### src/rtl/s_screen_stream.sv
// SSD1306-class SPI OLED driver: power/reset sequence, fixed init table, then frame
// streaming from a byte-wide frame buffer with runtime commands injected between frames.
module s_screen_stream #(
  parameter int CLK_DIV         = 1,
  parameter int STARTUP_WAIT    = 10000000,
  parameter int BYTES_PER_FRAME = 1024,
  parameter int ADDR_W          = 10,
  parameter int READ_LATENCY    = 1,
  parameter int CONTINUOUS      = 1
) (
  input  logic              clk,
  input  logic              rst_btn,
  output logic              ioSclk,
  output logic              ioSdin,
  output logic              ioCs,
  output logic              ioDc,
  output logic              ioReset,
  output logic [ADDR_W-1:0] pixelAddress,
  input  logic [7:0]        pixelData,
  input  logic              cmd_valid,
  input  logic [7:0]        cmd_data,
  output logic              cmd_ready,
  input  logic              frame_req,
  output logic              busy,
  output logic              frame_done
);

  localparam int PWR_W = $clog2(4 * STARTUP_WAIT);
  localparam int DIV_W = (CLK_DIV > 1) ? $clog2(CLK_DIV) : 1;
  localparam logic [PWR_W-1:0]  PWR_LAST   = PWR_W'(4 * STARTUP_WAIT - 1);
  localparam logic [PWR_W-1:0]  PWR_RST_LO = PWR_W'(2 * STARTUP_WAIT);
  localparam logic [PWR_W-1:0]  PWR_RST_HI = PWR_W'(3 * STARTUP_WAIT);
  localparam logic [DIV_W-1:0]  DIV_LAST   = DIV_W'(CLK_DIV - 1);
  localparam logic [ADDR_W-1:0] ADDR_LAST  = ADDR_W'(BYTES_PER_FRAME - 1);
  localparam logic [2:0]        LAT_LAST   = 3'((READ_LATENCY > 1) ? READ_LATENCY - 1 : 0);
  localparam logic [4:0]        INIT_LEN   = 5'd23;
  localparam bit                AUTO_RUN   = (CONTINUOUS != 0);

  typedef enum logic [2:0] {
    POWER, INIT_LOAD, SEND, BYTE_END, IDLE, CMD_LOAD, PIX_FETCH, PIX_LOAD
  } state_t;

  state_t             r_state;
  logic [PWR_W-1:0]   r_pwrCnt;
  logic [DIV_W-1:0]   r_div;
  logic [2:0]         r_bit;
  logic               r_highPhase;
  logic [7:0]         r_shift;
  logic [4:0]         r_initIdx;
  logic [2:0]         r_latCnt;
  logic               r_inFrame;
  logic               r_lastByte;

  logic [PWR_W-1:0]   w_pwrNext;
  logic [7:0]         w_initByte;

  function automatic logic [7:0] initByte(input logic [4:0] idx);
    case (idx)
      5'd0:  initByte = 8'hAE;  5'd1:  initByte = 8'h81;  5'd2:  initByte = 8'h7F;
      5'd3:  initByte = 8'hA6;  5'd4:  initByte = 8'h20;  5'd5:  initByte = 8'h00;
      5'd6:  initByte = 8'hC8;  5'd7:  initByte = 8'h40;  5'd8:  initByte = 8'hA1;
      5'd9:  initByte = 8'hA8;  5'd10: initByte = 8'h3F;  5'd11: initByte = 8'hD3;
      5'd12: initByte = 8'h00;  5'd13: initByte = 8'hD5;  5'd14: initByte = 8'h80;
      5'd15: initByte = 8'hD9;  5'd16: initByte = 8'h22;  5'd17: initByte = 8'hDB;
      5'd18: initByte = 8'h20;  5'd19: initByte = 8'h8D;  5'd20: initByte = 8'h14;
      5'd21: initByte = 8'hA4;  5'd22: initByte = 8'hAF;
      default: initByte = 8'h00;
    endcase
  endfunction

  assign w_pwrNext  = r_pwrCnt + PWR_W'(1);
  assign w_initByte = initByte(r_initIdx);

  // Outputs are registered and updated on the edge that enters each state, so every
  // pin already shows the value belonging to the state during that state's cycles.
  always_ff @(posedge clk) begin
    if (rst_btn) begin
      r_state      <= POWER;
      ioSclk       <= 1'b1;
      ioSdin       <= 1'b0;
      ioCs         <= 1'b1;
      ioDc         <= 1'b1;
      ioReset      <= 1'b1;
      pixelAddress <= '0;
      cmd_ready    <= 1'b0;
      busy         <= 1'b1;
      frame_done   <= 1'b0;
      r_pwrCnt     <= '0;
      r_div        <= '0;
      r_bit        <= '0;
      r_highPhase  <= 1'b0;
      r_shift      <= '0;
      r_initIdx    <= '0;
      r_latCnt     <= '0;
      r_inFrame    <= 1'b0;
      r_lastByte   <= 1'b0;
    end else begin
      frame_done <= 1'b0;
      unique case (r_state)
        POWER: begin
          if (r_pwrCnt == PWR_LAST) begin
            r_pwrCnt <= '0;
            r_state  <= INIT_LOAD;
            ioDc     <= 1'b0;
            ioCs     <= 1'b0;
          end else begin
            r_pwrCnt <= w_pwrNext;
            ioReset  <= !((w_pwrNext >= PWR_RST_LO) && (w_pwrNext < PWR_RST_HI));
          end
        end

        INIT_LOAD: begin
          r_shift     <= w_initByte;
          ioSdin      <= w_initByte[7];
          ioSclk      <= 1'b0;
          r_bit       <= 3'd7;
          r_div       <= '0;
          r_highPhase <= 1'b0;
          r_initIdx   <= r_initIdx + 5'd1;
          r_state     <= SEND;
        end

        SEND: begin
          if (r_div != DIV_LAST) begin
            r_div <= r_div + DIV_W'(1);
          end else begin
            r_div <= '0;
            if (!r_highPhase) begin
              ioSclk      <= 1'b1;
              r_highPhase <= 1'b1;
            end else if (r_bit == 3'd0) begin
              r_state    <= BYTE_END;
              ioCs       <= 1'b1;
              frame_done <= r_inFrame && r_lastByte;
            end else begin
              r_bit       <= r_bit - 3'd1;
              r_shift     <= {r_shift[6:0], 1'b0};
              ioSdin      <= r_shift[6];
              ioSclk      <= 1'b0;
              r_highPhase <= 1'b0;
            end
          end
        end

        // Chip select drops again straight away unless the stream is going quiet.
        BYTE_END: begin
          if (r_initIdx != INIT_LEN) begin
            r_state <= INIT_LOAD;
            ioDc    <= 1'b0;
            ioCs    <= 1'b0;
          end else if (r_inFrame && !r_lastByte) begin
            r_state  <= PIX_FETCH;
            ioCs     <= 1'b0;
            r_latCnt <= '0;
          end else begin
            r_state   <= IDLE;
            r_inFrame <= 1'b0;
            busy      <= 1'b0;
            cmd_ready <= 1'b1;
          end
        end

        IDLE: begin
          if (cmd_valid) begin
            r_shift   <= cmd_data;
            r_state   <= CMD_LOAD;
            ioDc      <= 1'b0;
            ioCs      <= 1'b0;
            busy      <= 1'b1;
            cmd_ready <= 1'b0;
          end else if (AUTO_RUN || frame_req) begin
            r_state   <= PIX_FETCH;
            r_inFrame <= 1'b1;
            r_latCnt  <= '0;
            busy      <= 1'b1;
            cmd_ready <= 1'b0;
          end
        end

        CMD_LOAD: begin
          ioSdin      <= r_shift[7];
          ioSclk      <= 1'b0;
          r_bit       <= 3'd7;
          r_div       <= '0;
          r_highPhase <= 1'b0;
          r_state     <= SEND;
        end

        PIX_FETCH: begin
          if (r_latCnt == LAT_LAST) begin
            r_state <= PIX_LOAD;
            ioDc    <= 1'b1;
            ioCs    <= 1'b0;
          end else begin
            r_latCnt <= r_latCnt + 3'd1;
          end
        end

        PIX_LOAD: begin
          r_shift      <= pixelData;
          ioSdin       <= pixelData[7];
          ioSclk       <= 1'b0;
          r_bit        <= 3'd7;
          r_div        <= '0;
          r_highPhase  <= 1'b0;
          r_lastByte   <= (pixelAddress == ADDR_LAST);
          pixelAddress <= (pixelAddress == ADDR_LAST) ? '0 : pixelAddress + ADDR_W'(1);
          r_state      <= SEND;
        end

        default: r_state <= POWER;
      endcase
    end
  end

endmodule
### config.mk
export PLATFORM = sky130hd
export DESIGN_NAME = s_screen_stream
export DESIGN_NICKNAME = d
export VERILOG_FILES = /design/src/rtl/s_screen_stream.sv
export SDC_FILE = /design/constraint.sdc
export NUM_CORES = 1
export LEC_CHECK = 0
export BUFFER_PORTS_ARGS = -buffer_cell sky130_fd_sc_hd__buf_4
export CAP_MARGIN = 20
export CORE_UTILIZATION = 65
export CTS_CLUSTER_DIAMETER = 50
export CTS_CLUSTER_SIZE = 25
export DETAILED_ROUTE_END_ITERATION = 6
export PLACE_DENSITY = 0.95
export REMOVE_ABC_BUFFERS = 1
export SLEW_MARGIN = 10
export SYNTH_ARGS = -nofsm -noshare
export SYNTH_HDL_FRONTEND = slang
export SYNTH_SLANG_ARGS = --single-unit
### constraint.sdc
create_clock -name clk -period 8.03 [get_ports clk]
set_clock_uncertainty 0.15 [all_clocks]
set_input_delay 0.4015 -clock clk [delete_from_list [all_inputs] [get_ports clk]]
set_output_delay 0.4015 -clock clk [all_outputs]
set_load 0.03 [all_outputs]
==> results of run 1 <==
metal layers:
layer | up-vias | wire length [um] | global-route usage
li1 | 2274 | - | -
met2 | 221 | 6170 | 0.592
met5 | - | 0 | 0
met4 | 0 | 350 | 0.148
met3 | 49 | 816 | 0.0705
met1 | 2252 | 4960 | 0.395
cells by family after synthesis:
logic type	synth area share
mux	0.0220
fa+ha+maj	0.0375
xor+xnor	0.0469
simple gates	0.278
flops	0.330
compound gates	0.237
buf+inv	0.0488
registers in the layout (all words and copies together) (netlist names), 3 cells and up:
signal / count
pixelAddress: 10
r_bit: 3
r_initIdx: 5
r_latCnt: 3
r_pwrCnt: 26
r_shift: 8
r_state: 3
w_initByte: 8
power breakdown:
part	total (mW)	switching, mW	internal, mW
logic	0.141	0.0897	0.0517
clock network	0.311	0.150	0.161
registers	0.419	0.0195	0.400
total	0.872	0.259	0.613
tightest hold or removal path, cell delays in order:
cell	delay, ps
buf_4	80
a221oi_1	60
a211oi_1	210
worst paths after layout:
kind,slack [ps],to,depth (start not counted)
max reg2reg,4590,ioCs,8
min reg2reg,320,r_latCnt[2],2
min,290,r_shift[2],3
max,4590,ioCs,8
layout by cell type (no fill, tap or decap), drive strengths merged, types with 7 or more instances in the layout:
cell type  synthesis  routed
nor2              89      89
o21ai             38      38
nor3              18      18
mux2i              8       8
nand2             40      40
a221oi             9       9
or3               10      10
and3               8       8
nor4               7       7
dfxtp             77      77
inv               18      19
nand4             13      13
a21oi             51      51
nand3             25      25
xnor2             14      14
ha                14      14
a22oi              8       8
xor2              11      11
nor2b             12      12
buf                4      41
and4               7       7
clkbuf            37      11
o22ai             10      10
a211oi            10      10
stage by stage:
step / cell area (sq um) / hold slack [ps] / power (mW) / utilization / setup slack (ps)
2_1_floorplan: 4510 / 288 / 0.512 / - / 4820
3_3_place_gp: 4920 / 301 / 0.555 / 0.717 / 4790
3_5_place_dp: 4920 / 310 / 0.564 / 0.717 / 4740
4_1_cts: 5130 / 287 / 0.868 / 0.747 / 4670
5_1_grt: 5150 / 308 / 0.904 / 0.749 / 4480
6_report: 5150 / 287 / 0.872 / 0.749 / 4590
final cells by class:
type                            instances  area [sq um]
Multi-Input combinational cell        476          2900
Clock inverter                          5          57.6
Sequential cell                        77          1540
Fill cell                             510          1720
Clock buffer                           11           151
Inverter                               19          71.3
Tap cell                               96           120
Timing Repair Buffer                   41           308
==> impl_metrics.ini, run 1 <==
[run_status]
status = completed

[yosys]
ys_seq_area_frac = 0.330
synthArstFlopShare = 0
yosys-top-cells-count = nor2_1 (88), dfxtp_1 (77), a21oi_1 (51), nand2_1 (40), o21ai_0 (38)
syn_inst = 613
ys_ff_latch = 77
syn_area_per_cell_sq_um = 7.61
synth_area_sq_um = 4670
ys.flop_type = dfxtp_1
ys_types = 61
synth_edf_count = 0
synth_warnings = 0
synth.most_common_cell = nor2_1
yosysTopAreaCell = dfxtp_1
synth.area.top_cells = dfxtp_1 (33%), nor2_1 (7.1%), a21oi_1 (5.5%)
netlist.area_leader.share = 0.330

[die]
io_pins = 38
initial_core_util = 0.679
rows = 30
dieHeight_um = 86.7
die-area_sq_um = 7520
die_w_um = 86.7
core_area_sq_um = 6870

[worst_setup_path]
arrival_ps = 3550
critical_path.most_common_cell = a211o_1
reg2reg_from = r_pwrCnt[0]
crit_path_top_delay_cell = nor3_4
crit_buf_inv = 0
crit_family = compound AO/OA/AOI/OAI gates
crit_chain = ha_1, and3_1, nand2_1, nor3_4, o22ai_1, o31a_1, a211o_1, a211o_1
critical_path_class = reg2reg
startpoint = r_pwrCnt[0]
worst_ep_required_time_ps = 8140
end_kind = flop
max_stage_delay_ps = 720
crit_path_start_kind = flop
crit_fanout = 19

[global_route]
grt_max_degree = 66
grt_pass1_vias = 4415
grt_usage = 0.337
grt_pass1_wl_mm = 20.1
antenna_found_initial = 0
overflow = 0

[pwr]
power.leakage_nw = 1.87
ir_drop_mv = 0.124
powerDensity_nw_per_um2 = 169

[timing]
hold_viol = 0
period_share = 0.428
tightest_slew_ps = 923
rsz0062_at_grt = false
tns_ps = 0
setup_viol = 0
min_period_ps = 3440
slew_violations = 0
clock.fmax_ghz = 0.291
maxSlewHeadroom = 0.382

[clocking]
clk_latency_ps = 360
clk_pin_slew_ps = 80
cts-htree-levels = 3
clock-root-buffer = clkbuf_8
cts_buffers = 9
cts_buffer_depth = 2
cts_tree = yes
postCtsSetupBuffers = 0
cts_hold_repair.buffers = 0
cts_resized = 0
clkSinkCount = 77

[drt]
routedWlPerCell_um = 17.0
drc = 0
drt_iter0_markers = 508
vias_per_cell = 6.62
wl_mm = 12.3
drtPass1Iterations = 6
via_count = 4796
ant_nets = 0

[placed_design]
io_buffers = 36
place_hpwl_mm = 8.01
gp_congestion = 0.946
place_inst = 707

[flow_run]
max-cap-violations = 0

[layout]
n_antenna_cell = 0
fin_nets = 658
area_growth_pct = 10.3
fin_cells = 725
layout-drive-gt1-share = 0.102

[worst_hold_path]
hp-class = in2reg
hold_path.startpoint = pixelData[2]
Note: power is estimated with default switching activity, not from simulation.
==> inputs of run 2 (changes only) <==
- CORE_UTILIZATION: 65 -> 60
- PLACE_DENSITY: 0.95 -> 0.9
- clock period: 8.03 -> 3.2 ns (I/O delays scaled with it)
==> run 2 against run 1 <==
Critical path depth is the same. Via count shrank 1.8%. Clock power is 150% higher. Sequential cell count is the same. Register-to-register slack got worse by 4300 ps. Fmax grew 17%. First-iteration DRC count fell by 36%. Sequential power is 150% higher. Global-route usage is 3.7 points lower. Critical endpoint is now ioReset. Largest power group unchanged.
==> impl_metrics.ini, run 2 (synthesis gave the netlist of run 1 again) <==
[layout]
fin_nets = 668
layout-drive-gt1-share = 0.114
n_antenna_cell = 0
top_regs = r_pwrCnt (26), pixelAddress (10)
final_common_cell = nor2_1
largest_reg_flops = 26
regMostFlops = r_pwrCnt
area_growth_pct = 11.9
mostFrequentLayoutCells = nor2_1 (88), dfxtp_1 (77), a21oi_1 (51), buf_4 (49), nand2_1 (40)
post-route-util = 0.709

[worst_setup_path]
critical_path_class = reg2reg
crit_family = compound AO/OA/AOI/OAI gates
crit_fanout = 9
arrival_ps = 3070
startpoint = r_pwrCnt[0]
r2r_end = ioReset
r2r_cells = 8
crit_chain = ha_1, and4_1, nand4_1, a2111oi_0, a22oi_1, a2111oi_0, o211ai_1, o2111ai_1
crit_buf_inv = 0
reg2reg_slack_ps = 260
max_stage_delay_ps = 470
reg2reg_from = r_pwrCnt[0]
crit_path_top_delay_cell = dfxtp_1
end_kind = flop
critical_path.most_common_cell = a2111oi_0
worst_ep_required_time_ps = 3330
crit_path_start_kind = flop

[global_route]
grt_max_degree = 47
overflow = 0
use_met3 = 0.0651
grt_pass1_wl_mm = 20.1
grt.busiest_layer = met2
grt_pass1_vias = 4487
grt_util_met1 = 0.352
grt_util_met2 = 0.520
grt_usage = 0.300
antenna_found_initial = 0

[clocking]
clkSinkCount = 77
cts_buffer_depth = 2
cts_buffers = 9
clock-root-buffer = clkbuf_8
cts_resized = 0
cts_tree = yes
clk_pin_slew_ps = 90
cts-htree-levels = 3
clk_latency_ps = 350

[pwr]
swShare = 0.306
powerDensity_nw_per_um2 = 419
ir_drop_mv = 0.317
power_frac_clock = 0.352
combPwrFrac = 0.170
power.total_mw = 2.19
power.leakage_nw = 1.92
power_switching_mw = 0.668
seq_power_share = 0.477
intPower_mw = 1.52

[worst_hold_path]
hp-class = in2reg
holdPathEnd = r_shift[4]
min_path_cells = 3
hold_path.startpoint = pixelData[4]

[drt]
routedWlPerCell_um = 16.0
drc = 0
ant_nets = 0
drtPass1Iterations = 4
drt_iter0_markers = 324
via_count = 4709
wl_mm = 11.8
vias_per_cell = 6.38

[timing]
hold_viol = 0
setup_viol = 0
hold_ws_ps = 56.6
maxSlewHeadroom = 0.522
period_share = 0.917
tightest_slew_ps = 716
rsz0062_at_grt = false
clock.fmax_ghz = 0.341
min_period_ps = 2940
fin_ws_ps = 264
slew_violations = 0

[die]
dieHeight_um = 90.2
io_pins = 38
rows = 31
die-area_sq_um = 8130
die_w_um = 90.2
initial_core_util = 0.633
core_area_sq_um = 7370

[run_status]
status = completed

[placed_design]
dp_slack_ps = 306
io_buffers = 36
place_hpwl_mm = 8.29
gp_congestion = 0.878

[flow_run]
max-cap-violations = 0
-- run 2: layout make-up --
class	instances	area (sq um)
Inverter	19	71.3
Clock buffer	9	124
Timing Repair Buffer	51	385
Multi-Input combinational cell	476	2900
Fill cell	578	2150
Clock inverter	7	80.1
Sequential cell	77	1540
Tap cell	99	124
-- run 2: worst max-delay path by stage --
| stage | end | slack [ps] | cells after the start |
|---|---|---|---|
| after floorplan | w_initByte[6] | -7 | 8 |
| after global placement | ioReset | 390 | 8 |
| after detailed placement | ioReset | 310 | 8 |
| after CTS | w_initByte[1] | 290 | 8 |
| after global routing | w_initByte[1] | 20 | 8 |
| final | ioReset | 260 | 8 |
-- run 2: worst register-to-register path, stage by stage (launching register included) --
cell	delay (ps)
dfxtp_1	470
ha_1	360
and4_1	270
nand4_1	280
a2111oi_0	460
a22oi_1	150
a2111oi_0	430
o211ai_1	170
o2111ai_1	130
-- run 2: timing repair --
action | in CTS | in global routing
buffers inserted | 0 | 0
hold buffers | 1 | 0
hold endpoints to repair | 9 | 0
-- run 2: through the flow --
stage / TNS [ps] / cells / instance area (sq um)
after global routing: 0 / 738 / 5220
final: 0 / 738 / 5220
after global placement: 0 / 720 / 5000
after detailed placement: 0 / 720 / 5000
after floorplan: -7.05 / 572 / 4510
after CTS: 0 / 737 / 5220
-- run 2: routing by layer --
layer,up-vias,wire length [um]
li1,2290,-
met1,2234,5140
met2,158,5800
met3,27,647
met4,0,255
met5,-,0
-- run 2: power by group through the flow --
stage               logic [mW]  registers (mW)  clock network, mW
detailed placement       0.365            1.06                  0
CTS                      0.368            1.04              0.784
floorplan                0.202            1.08                  0
finish                   0.372            1.04              0.770
global placement         0.350            1.06                  0
global route             0.411            1.05              0.827
